$ cat config.mk
export PLATFORM = sky130hd
export DESIGN_NAME = add_sequencer
export DESIGN_NICKNAME = d
export VERILOG_FILES = /design/src/rtl/add_sequencer.sv
export SDC_FILE = /design/constraint.sdc
export NUM_CORES = 1
export LEC_CHECK = 0
export BUFFER_PORTS_ARGS = -buffer_cell sky130_fd_sc_hd__buf_2
export CAP_MARGIN = 20
export CELL_PAD_IN_SITES_DETAIL_PLACEMENT = 1
export CELL_PAD_IN_SITES_GLOBAL_PLACEMENT = 1
export CORE_MARGIN = 8
export CORE_UTILIZATION = 35
export CTS_CLUSTER_SIZE = 28
export DETAILED_ROUTE_END_ITERATION = 10
export PLACE_DENSITY = 0.74
export SKIP_LAST_GASP = 1
export SLEW_MARGIN = 20
export SYNTH_ARGS = -nofsm -noshare
export SYNTH_HDL_FRONTEND = slang
export SYNTH_SLANG_ARGS = --single-unit
$ cat constraint.sdc
create_clock -name clk -period 5.4 [get_ports clk]
set_input_delay 0.54 -clock clk [delete_from_list [all_inputs] [get_ports clk]]
set_output_delay 0.54 -clock clk [all_outputs]
set_load 0.01 [all_outputs]
$ cat src/rtl/add_sequencer.sv
// add_sequencer: two requesters share one 5-bit ripple-carry slice.
// A granted operand pair is added one 5-bit word per cycle, starting at the
// least significant word, with the carry held in a register between words.
// The full-width sum and the final carry-out are then returned on a
// valid/ready response port.
module add_sequencer #(
  parameter int WORDS = 4
) (
  input  logic               clk,
  input  logic               rst,
  input  logic               req0_valid,
  output logic               req0_ready,
  input  logic [5*WORDS-1:0] req0_x,
  input  logic [5*WORDS-1:0] req0_y,
  input  logic               req1_valid,
  output logic               req1_ready,
  input  logic [5*WORDS-1:0] req1_x,
  input  logic [5*WORDS-1:0] req1_y,
  output logic               rsp_valid,
  input  logic               rsp_ready,
  output logic [5*WORDS-1:0] rsp_sum,
  output logic               rsp_cout,
  output logic               rsp_id,
  output logic               busy
);

  localparam int W = 5 * WORDS;
  localparam logic [3:0] K_LAST = 4'(WORDS - 1);

  typedef enum logic [1:0] {
    IDLE = 2'd0,
    RUN  = 2'd1,
    DONE = 2'd2
  } state_t;

  state_t         state;
  state_t         next_state;

  // Operand registers shift down one word per RUN cycle, so the slice always
  // reads their low 5 bits; the sum register fills from the top.
  logic [W-1:0]   x_reg;
  logic [W-1:0]   y_reg;
  logic [W-1:0]   sum_reg;
  logic [W-1:0]   sum_next;
  logic           carry;
  logic           cout_reg;
  logic           id_reg;
  logic           last;      // requester granted most recently
  logic [3:0]     k;         // index of the word being added

  logic           idle;
  logic           grant0;
  logic           grant1;
  logic           take0;
  logic           take1;
  logic           take;

  logic [4:0]     slice_sum;
  logic           slice_cout;

  // Round-robin arbitration: a lone requester wins; on a tie the requester
  // not granted last wins. Ready is withheld while reset is asserted.
  assign grant0 = req0_valid && (!req1_valid || last);
  assign grant1 = req1_valid && (!req0_valid || !last);
  assign idle   = (state == IDLE) && !rst;

  assign req0_ready = idle && grant0;
  assign req1_ready = idle && grant1;

  assign take0 = req0_valid && req0_ready;
  assign take1 = req1_valid && req1_ready;
  assign take  = take0 || take1;

  assign rsp_valid = (state == DONE);
  assign busy      = (state != IDLE);
  assign rsp_sum   = sum_reg;
  assign rsp_cout  = cout_reg;
  assign rsp_id    = id_reg;

  // The one and only adder: a 5-bit ripple of full-adder cells, carry-in
  // from the carry register.
  always_comb begin : g_ripple_slice
    logic c;
    // NOTE: every variable written in always_comb gets a default first so no
    // path leaves it unassigned, which would infer a latch.
    slice_sum = '0;
    c = carry;
    for (int i = 0; i < 5; i++) begin
      slice_sum[i] = x_reg[i] ^ y_reg[i] ^ c;
      c = (x_reg[i] & y_reg[i]) | (c & (x_reg[i] ^ y_reg[i]));
    end
    slice_cout = c;
  end

  // New slice sum enters at the top; after WORDS shifts word 0 sits at bit 0.
  if (WORDS == 1) begin : g_sum_one
    assign sum_next = slice_sum;
  end else begin : g_sum_many
    assign sum_next = {slice_sum, sum_reg[W-1:5]};
  end

  // State register.
  always_ff @(posedge clk) begin
    // NOTE: sequential state uses non-blocking assignments so every register
    // samples the values from before the edge.
    if (rst) begin
      state <= IDLE;
    end else begin
      state <= next_state;
    end
  end

  // Next-state logic: accept in IDLE, WORDS slice cycles, hold in DONE.
  always_comb begin
    next_state = state;
    unique case (state)
      IDLE:    if (take) next_state = RUN;
      RUN:     if (k == K_LAST) next_state = DONE;
      DONE:    if (rsp_ready) next_state = IDLE;
      default: next_state = IDLE;
    endcase
  end

  // Datapath: capture on handshake, then one word per RUN cycle.
  always_ff @(posedge clk) begin
    // NOTE: the datapath registers are reset too, because the response
    // outputs read straight from them and must be 0 after reset.
    if (rst) begin
      x_reg    <= '0;
      y_reg    <= '0;
      sum_reg  <= '0;
      carry    <= 1'b0;
      cout_reg <= 1'b0;
      id_reg   <= 1'b0;
      last     <= 1'b1;
      k        <= '0;
    end else if (take) begin
      x_reg  <= take1 ? req1_x : req0_x;
      y_reg  <= take1 ? req1_y : req0_y;
      id_reg <= take1;
      last   <= take1;
      k      <= '0;
      carry  <= 1'b0;
    end else if (state == RUN) begin
      x_reg   <= x_reg >> 5;
      y_reg   <= y_reg >> 5;
      sum_reg <= sum_next;
      carry   <= slice_cout;
      k       <= k + 4'd1;
      if (k == K_LAST) begin
        cout_reg <= slice_cout;
      end
    end
  end

endmodule

==> results.py, run 1 <==
metrics = {
    "power_and_ir_drop": {
        "p_clk_frac": 0.341,
        "p_seq_frac": 0.467,
        "combPwrFrac": 0.192,
        "p_int_mw": 0.882,
        "p_leak_nw": 1.93,
        "power.total_mw": 1.25,
        "p_switching_mw": 0.367,
        "p_sw_frac": 0.294,
        "p_per_area_nw_per_um2": 291,
        "peakVddDrop_v": 0.0000962,
    },
    "route": {
        "drt_iter0_drc": 95,
        "drc": 0,
        "vias": 2996,
        "postRouteAntennaNets": 0,
        "drt_pre_antenna_iters": 4,
        "drt_wl_total_mm": 9.97,
        "drt-wirelength-per-cell_microns": 16.7,
        "via_per_inst": 5.01,
    },
    "timing": {
        "clock_skew_ns": 0.00863,
        "slew_viol_final": 0,
        "rsz0062_at_grt": "false",
        "hold_viol": 0,
        "setup_tns_ns": 0,
        "min_period_ns": 2.65,
        "relSlewSlack": 0.264,
        "fmax_mhz": 378,
        "setup_viol": 0,
        "tightest_slew_ns": 1.10,
        "post-route-period-util": 0.490,
    },
    "synthesis": {
        "synth-edff-count": 0,
        "synth.avg_cell_area_sq_um": 9.54,
        "asyncSetResetFlopFracSynth": 0,
        "ys.flop_type": "dfxtp_1",
        "synth_cell_types": 43,
        "synth-seq-area-share": 0.398,
        "ys_warn_count": 0,
        "ys_ff_latch": 70,
        "synth.net_count": 460,
        "netlist_area_sq_um": 3520,
        "syn_inst": 369,
    },
    "worst_setup_path": {
        "worstPathRequired_ns": 5.59,
        "crit_fanout": 41,
        "critPathArrivalTime_ns": 2.83,
        "cp-end-kind": "flip-flop",
        "startpoint_type": "primary input",
        "crit_type": "primary input to flip-flop",
    },
    "floorplanning": {
        "io_pins": 111,
        "die_h_microns": 116,
        "initial_core_util": 0.360,
        "rows": 36,
        "dieWidth_microns": 116,
        "dieArea_sq_um": 13500,
        "core_area_sq_um": 9770,
    },
    "clocking": {
        "clock_path_buffers": 2,
        "ctsResizeCount": 0,
        "clk_pin_slew_ns": 0.08,
        "cts_tree": "built",
        "cts_buffers": 9,
        "cts_post_setup_buffers_inserted": 0,
        "cts.sinks": 70,
        "cts_hold_buffers": 0,
        "root_buffer": "clkbuf_8",
        "htreeDepth": 3,
        "insertion_delay_ns": 0.34,
    },
    "finish": {
        "stdcell_count": 598,
        "fillCellCount": 1181,
        "drive_above_1_share": 0.368,
        "nets": 551,
        "diodes": 0,
        "syn_to_final_growth_pct": 21.7,
    },
    "worst_hold_path": {
        "hold_path_class": "flip-flop to flip-flop",
    },
    "place": {
        "dp_cells": 582,
        "dpl.hpwl_mm": 7.29,
        "io_buffers": 110,
        "gp_congestion": 0.708,
    },
    "flow_run": {
        "max_cap_violations": 0,
    },
    "grt": {
        "grt_pass1_wl_mm": 16.2,
        "antenna_found_initial": 0,
        "grt_use_total": 0.151,
        "grt_start_max_net_pins": 62,
        "grt_pass1_vias": 3279,
        "overflow": 0,
    },
    "outcome": {
        "status": "completed",
    },
}
## metal layers
layer | track usage | vias up | wire [microns]
met1 | 0.186 | 1424 | 4520
met5 | 0 | - | 0
met4 | 0.0311 | 0 | 63
met3 | 0.0486 | 8 | 621
li1 | - | 1493 | -
met2 | 0.253 | 71 | 4760
## layout by cell type, fill, tap and decap left out, drive strengths merged, types with 2 or more instances in the layout
cell and count:
buf 112, dfxtp 70, nand2 57, inv 35
mux2i 31, o21ai 31, a221oi 30, a21oi 19
a22oi 11, a311oi 11, clkbuf 10, nor2 6
fa 5, nor3 5, clkinv 4, a211oi 3
or2 2, nor2b 2, nand2b 2
## critical path, cell delays in order
cell and delay (ns):
buf_2 0.37, nor3_2 0.65, and2_2 0.49, buf_4 0.54, a311oi_2 0.20
## final timing paths
| kind | to | slack [ns] | startpoint | cells after the start |
|---|---|---|---|---|
| max | x_reg[18]$_SDFFE_PP0P_ | 2.75 | rst | 5 |
| min | rsp_sum[3]$_SDFFE_PP0P_ | 0.46 | rsp_sum[3]$_SDFFE_PP0P_ | 2 |
| max reg2reg | rsp_sum[19]$_SDFFE_PP0P_ | 2.85 | x_reg[0]$_SDFFE_PP0P_ | 9 |
| min reg2reg | rsp_sum[3]$_SDFFE_PP0P_ | 0.46 | rsp_sum[3]$_SDFFE_PP0P_ | 2 |
## final cells by class
type                            instances  area (sq um)  share of cell area
Multi-Input combinational cell        232          1820               0.425
Sequential cell                        70          1400               0.327
Timing Repair Buffer                  112           566               0.132
Tap cell                              133           166              0.0388
Clock buffer                           10           138              0.0321
Inverter                               35           131              0.0307
Clock inverter                          6          61.3              0.0143
## stage by stage
step	worst slack, ns	cell area [sq um]	hold WS [ns]	util
floorplan	3.00	3520	0.439	-
global placement	2.51	4080	0.441	0.417
detailed placement	2.40	4080	0.451	0.417
finish	2.75	4290	0.458	0.438
global route	2.61	4290	0.476	0.438
CTS	2.78	4280	0.462	0.437
## cell usage after synthesis (2+ instances only)
master,count,area [sq um]
dfxtp_1,70,1400
buf_2,11,55.1
a221oi_1,5,43.8
inv_1,35,131
buf_4,4,30.0
fa_1,5,100
buf_6,6,67.6
nand2_1,57,214
nor2b_1,2,12.5
a311oi_2,10,150
buf_1,2,7.51
mux2i_1,31,310
nor3_1,4,20.0
nor2_1,6,22.5
o21ai_0,28,140
a211oi_1,2,15.0
a21oi_1,19,95.1
a221oi_2,25,375
clkbuf_1,9,33.8
nand2b_1,2,12.5
a22oi_1,11,82.6
or2_1,2,12.5
o21ai_1,3,15.0
## kinds of logic (layout without fill, tap and decap cells)
kind of cell | count (synthesis) | in the layout | synth area share
AO/OA/AOI/OAI | 112 | 112 | 0.285
XOR/XNOR | 2 | 2 | 0.00498
adder cells (fa/ha/maj) | 6 | 6 | 0.0320
buffers and inverters | 67 | 163 | 0.0924
flip-flops | 70 | 70 | 0.398
multiplexers | 31 | 31 | 0.0881
AND/OR/NAND/NOR | 81 | 81 | 0.0999
## power groups by stage
stage	clock, mW	sequential, mW	combinational [mW]
2_1_floorplan	0	0.589	0.174
3_3_place_gp	0	0.594	0.235
3_5_place_dp	0	0.595	0.244
4_1_cts	0.436	0.583	0.244
5_1_grt	0.459	0.588	0.267
6_report	0.425	0.583	0.240
No activity file was read; power rests on OpenSTA's default activity.
==> run 2, diff against run 1 <==
clock period = 2.7 ns   (was 5.4 ns; I/O delays follow)
==> run 2 against run 1 <==
- worst hold slack lost 0.24 ns
- wire length grew 0.84%
- final area grew 2.1%
- first-iteration DRC count shrank 3.2%
- worst setup slack lost 2.6 ns
- via count grew 0.73%
- utilization grew 0.93 points
- critical path depth grew 4
- total power grew 110%
- global-route usage grew 0.069 points
- clock skew grew 0.0011 ns
- critical path type is now flip-flop to flip-flop
==> results.py, run 2 (same netlist as run 1, synthesis figures left out) <==
metrics = {
    "grt": {
        "antenna_found_initial": 0,
        "grt_start_max_net_pins": 44,
        "grt_pass1_wl_mm": 16.3,
        "grt_pass1_vias": 3337,
        "grt_use_total": 0.152,
        "overflow": 0,
    },
    "clocking": {
        "htreeDepth": 3,
        "cts.sinks": 70,
        "cts_buffers": 9,
        "clock_path_buffers": 2,
        "cts_post_setup_buffers_inserted": 0,
        "cts_tree": "built",
        "root_buffer": "clkbuf_8",
        "ctsResizeCount": 0,
        "cts_hold_buffers": 0,
        "insertion_delay_ns": 0.34,
        "clk_pin_slew_ns": 0.07,
    },
    "timing": {
        "setup_viol": 0,
        "clock_skew_ns": 0.00973,
        "hold_viol": 0,
        "slew_viol_final": 0,
        "rsz0062_at_grt": "false",
        "tightest_slew_ns": 0.865,
        "fmax_mhz": 392,
        "min_period_ns": 2.55,
        "setup_tns_ns": 0,
        "relSlewSlack": 0.423,
        "post-route-period-util": 0.946,
    },
    "route": {
        "via_per_inst": 5.00,
        "drt_iter0_drc": 92,
        "drt_pre_antenna_iters": 6,
        "vias": 3018,
        "drt_wl_total_mm": 10.0,
        "postRouteAntennaNets": 0,
        "drt-wirelength-per-cell_microns": 16.6,
        "drc": 0,
    },
    "power_and_ir_drop": {
        "peakVddDrop_v": 0.000305,
        "power.total_mw": 2.68,
        "p_leak_nw": 1.98,
        "p_per_area_nw_per_um2": 612,
    },
    "finish": {
        "drive_above_1_share": 0.376,
        "syn_to_final_growth_pct": 24.3,
        "mostFrequentLayoutCell": "buf_2",
        "diodes": 0,
        "final_cell_mix": "110 x buf_2, 70 x dfxtp_1, 57 x nand2_1",
        "nets": 558,
    },
    "flow_run": {
        "max_cap_violations": 0,
    },
    "place": {
        "dpl.hpwl_mm": 7.37,
        "gp_congestion": 0.745,
        "io_buffers": 110,
    },
    "worst_hold_path": {
        "hold_path_class": "primary input to flip-flop",
    },
    "worst_setup_path": {
        "startpoint_type": "flip-flop",
        "cpMostUsedCell": "fa_1",
        "crit_type": "flip-flop to flip-flop",
        "cp-end-kind": "flip-flop",
        "critPathArrivalTime_ns": 2.81,
        "worstPathRequired_ns": 2.96,
        "path_cells": "inv_1 > fa_1 > inv_1 > fa_1 > fa_1 > fa_1 > inv_1 > fa_1 > a211oi_1",
        "cp_slowest_cell": "fa_1",
        "crit_path_max_incr_delay_ns": 0.40,
        "crit_fanout": 2,
    },
    "outcome": {
        "status": "completed",
    },
    "floorplanning": {
        "io_pins": 111,
        "initial_core_util": 0.360,
        "die_h_microns": 116,
        "core_area_sq_um": 9770,
        "dieArea_sq_um": 13500,
        "rows": 36,
        "dieWidth_microns": 116,
    },
}
run 2: report_power, final:
group	internal [mW]	leakage, nW	switching (mW)
logic	0.210	1.28	0.282
clock network	0.609	0.115	0.410
registers	1.11	0.577	0.0526
total	1.93	1.98	0.746
run 2: stage by stage:
step / std cells / worst slack, ns / hold WS (ns) / utilization / area, sq um
2_1_floorplan: 369 / 0.296 / 0.439 / - / 3520
3_3_place_gp: 589 / 0.232 / 0.440 / 0.424 / 4140
3_5_place_dp: 589 / 0.161 / 0.452 / 0.424 / 4140
4_1_cts: 604 / 0.129 / 0.209 / 0.448 / 4380
5_1_grt: 604 / 0.0146 / 0.214 / 0.448 / 4380
6_report: 604 / 0.146 / 0.220 / 0.448 / 4380
run 2: path summary, 6_finish.rpt:
| check | from | cells past startpoint | slack, ns | to |
|---|---|---|---|---|
| setup / recovery | x_reg[0]$_SDFFE_PP0P_ | 9 | 0.15 | rsp_sum[19]$_SDFFE_PP0P_ |
| hold / removal | req0_x[18] | 3 | 0.22 | x_reg[18]$_SDFFE_PP0P_ |
| setup reg to reg | x_reg[0]$_SDFFE_PP0P_ | 9 | 0.15 | rsp_sum[19]$_SDFFE_PP0P_ |
| hold reg to reg | rsp_sum[3]$_SDFFE_PP0P_ | 2 | 0.46 | rsp_sum[3]$_SDFFE_PP0P_ |
run 2: worst max-delay path, delay by kind of cell (launching register included):
family / cells / cell delay (ns)
adders and majority gates: 5 / 1.71
DFF: 1 / 0.31
buffers and inverters: 3 / 0.25
AOI/OAI and AO/OA: 1 / 0.20
run 2: metal layers:
layer  wire, microns  part of all wire  GRT usage  vias to the layer above
met5               0                 0          0                        -
met4             148             0.015     0.0501                        0
met3             553             0.055     0.0414                       12
met2            4940              0.49      0.257                       76
met1            4410              0.44      0.182                     1423
li1                -                 -          -                     1507
run 2: area by class of cell:
cell class                      instances  area [sq um]
Fill cell                            1165          5400
Sequential cell                        70          1400
Clock buffer                            9           124
Inverter                               35           131
Timing Repair Buffer                  119           631
Tap cell                              133           166
Clock inverter                          6           111
Multi-Input combinational cell        232          1810
==> run 3, diff against run 2 <==
REMOVE_ABC_BUFFERS = 1   (was default)
==> run 3 against run 2 <==
- utilization decreased by 0.29 points
- clock power shrank 23%
- total power fell by 9.0%
- clock skew decreased by 0.0052 ns
- first-iteration DRC count is 63% higher
- final area is 0.66% lower
==> results.py, run 3 (same netlist as run 1, synthesis figures left out) <==
metrics = {
    "outcome": {
        "status": "completed",
    },
    "finish": {
        "final_cell_mix": "110 x buf_2, 70 x dfxtp_1, 57 x nand2_1",
        "mostFrequentLayoutCell": "buf_2",
        "drive_above_1_share": 0.376,
        "stdcell_area_sq_um": 4350,
        "nets": 559,
        "ff_latch_area_sq_um": 1400,
        "multiInputGateArea_sq_um": 1810,
        "diodes": 0,
        "fillCellCount": 1157,
        "stdcell_count": 606,
        "syn_to_final_growth_pct": 23.5,
    },
    "timing": {
        "slew_viol_final": 0,
        "rsz0062_at_grt": "false",
        "setup_ws_ns": 0.196,
        "fmax_mhz": 399,
        "post-route-period-util": 0.928,
        "setup_tns_ns": 0,
        "setup_viol": 0,
        "relSlewSlack": 0.465,
        "min_period_ns": 2.50,
        "tightest_slew_ns": 0.802,
        "hold_viol": 0,
        "holdWs_ns": 0.226,
        "clock_skew_ns": 0.00452,
    },
    "clocking": {
        "clk_pin_slew_ns": 0.07,
        "cts_tree": "built",
        "cts_buffers": 9,
        "clock_path_buffers": 2,
        "insertion_delay_ns": 0.33,
        "cts.sinks": 70,
        "ctsResizeCount": 0,
        "root_buffer": "clkbuf_8",
        "cts_hold_buffers": 0,
        "htreeDepth": 3,
        "cts_post_setup_buffers_inserted": 0,
    },
    "power_and_ir_drop": {
        "p_leak_nw": 1.97,
        "p_per_area_nw_per_um2": 561,
        "peakVddDrop_v": 0.000208,
    },
    "floorplanning": {
        "dieArea_sq_um": 13500,
        "rows": 36,
        "die_h_microns": 116,
        "dieWidth_microns": 116,
        "core_area_sq_um": 9770,
        "initial_core_util": 0.360,
        "io_pins": 111,
    },
    "worst_hold_path": {
        "hold_path_class": "primary input to flip-flop",
    },
    "worst_setup_path": {
        "path_cells": "inv_1 > fa_1 > inv_1 > fa_1 > fa_1 > fa_1 > inv_1 > fa_1 > a211oi_1",
        "worstPathRequired_ns": 2.95,
        "regToRegSetupSlack_ns": 0.20,
        "cp_num_buf_inv": 3,
        "cp_slowest_cell": "fa_1",
        "crit_fanout": 2,
        "cp-end-kind": "flip-flop",
        "cpMostUsedCell": "fa_1",
        "startpoint_type": "flip-flop",
        "crit_type": "flip-flop to flip-flop",
        "crit_path_max_incr_delay_ns": 0.40,
        "critPathArrivalTime_ns": 2.75,
        "cpLargestDelayFamily": "adder cells",
    },
    "route": {
        "drt-wirelength-per-cell_microns": 15.4,
        "drc": 0,
        "drt_pre_antenna_iters": 4,
        "drt_wl_total_mm": 9.36,
        "vias": 3041,
        "drt_iter0_drc": 150,
        "postRouteAntennaNets": 0,
        "via_per_inst": 5.02,
    },
    "grt": {
        "grt_pass1_wl_mm": 15.1,
        "overflow": 0,
        "antenna_found_initial": 0,
        "grt_pass1_vias": 3266,
        "grt_start_max_net_pins": 41,
        "grt_use_total": 0.140,
    },
    "flow_run": {
        "max_cap_violations": 0,
    },
    "place": {
        "dpl.hpwl_mm": 7.01,
        "io_buffers": 110,
        "place_area_sq_um": 4160,
        "dp_cells": 590,
        "gp_congestion": 0.724,
        "pre_cts_ws_ns": 0.186,
    },
}
-- run 3: changes by cell type in the layout (fill, tap and decap cells not counted), sizes merged --
| cell | delta |
|---|---|
| buf | +1 |
| bufinv | -3 |
| clkbuf | +4 |
-- run 3: per-layer routing --
metal | up-vias | track usage | routed length [microns]
met4 | 0 | 0.0622 | 163
met3 | 15 | 0.0321 | 465
met5 | - | 0 | 0
met2 | 81 | 0.239 | 4540
li1 | 1514 | - | -
met1 | 1431 | 0.166 | 4190
-- run 3: final cells by class --
type                       instances  share of cell area
clock inverter                     3             0.00403
clock buffer                      13              0.0388
sequential                        70               0.322
timing repair buffer             120               0.150
inverter                          35              0.0302
multi-input combinational        232               0.417
tap                              133              0.0383
-- run 3: report_power, final --
part	total [mW]	internal (mW)	leakage (nW)	switching [mW]
clock network	0.787	0.407	0.0954	0.381
logic	0.490	0.213	1.29	0.277
registers	1.16	1.11	0.577	0.0468
-- run 3: final timing paths --
check,cells past startpoint,startpoint,endpoint
hold reg to reg,2,rsp_sum[1]$_SDFFE_PP0P_,rsp_sum[1]$_SDFFE_PP0P_
hold / removal,3,req0_y[19],y_reg[19]$_SDFFE_PP0P_
setup reg to reg,9,x_reg[0]$_SDFFE_PP0P_,rsp_sum[19]$_SDFFE_PP0P_
setup / recovery,9,x_reg[0]$_SDFFE_PP0P_,rsp_sum[19]$_SDFFE_PP0P_
-- run 3: worst reg2reg max path, delay by kind of cell, from the launching register on --
family,cells,cell delay (ns)
buf+inv,3,0.22
compound gates,1,0.19
flops,1,0.30
fa+ha+maj,5,1.72
-- run 3: stage by stage --
stage | util | power [mW]
after floorplan | - | 1.49
after global placement | 0.426 | 1.66
after detailed placement | 0.426 | 1.68
after CTS | 0.445 | 2.47
after global routing | 0.445 | 2.59
final | 0.445 | 2.44
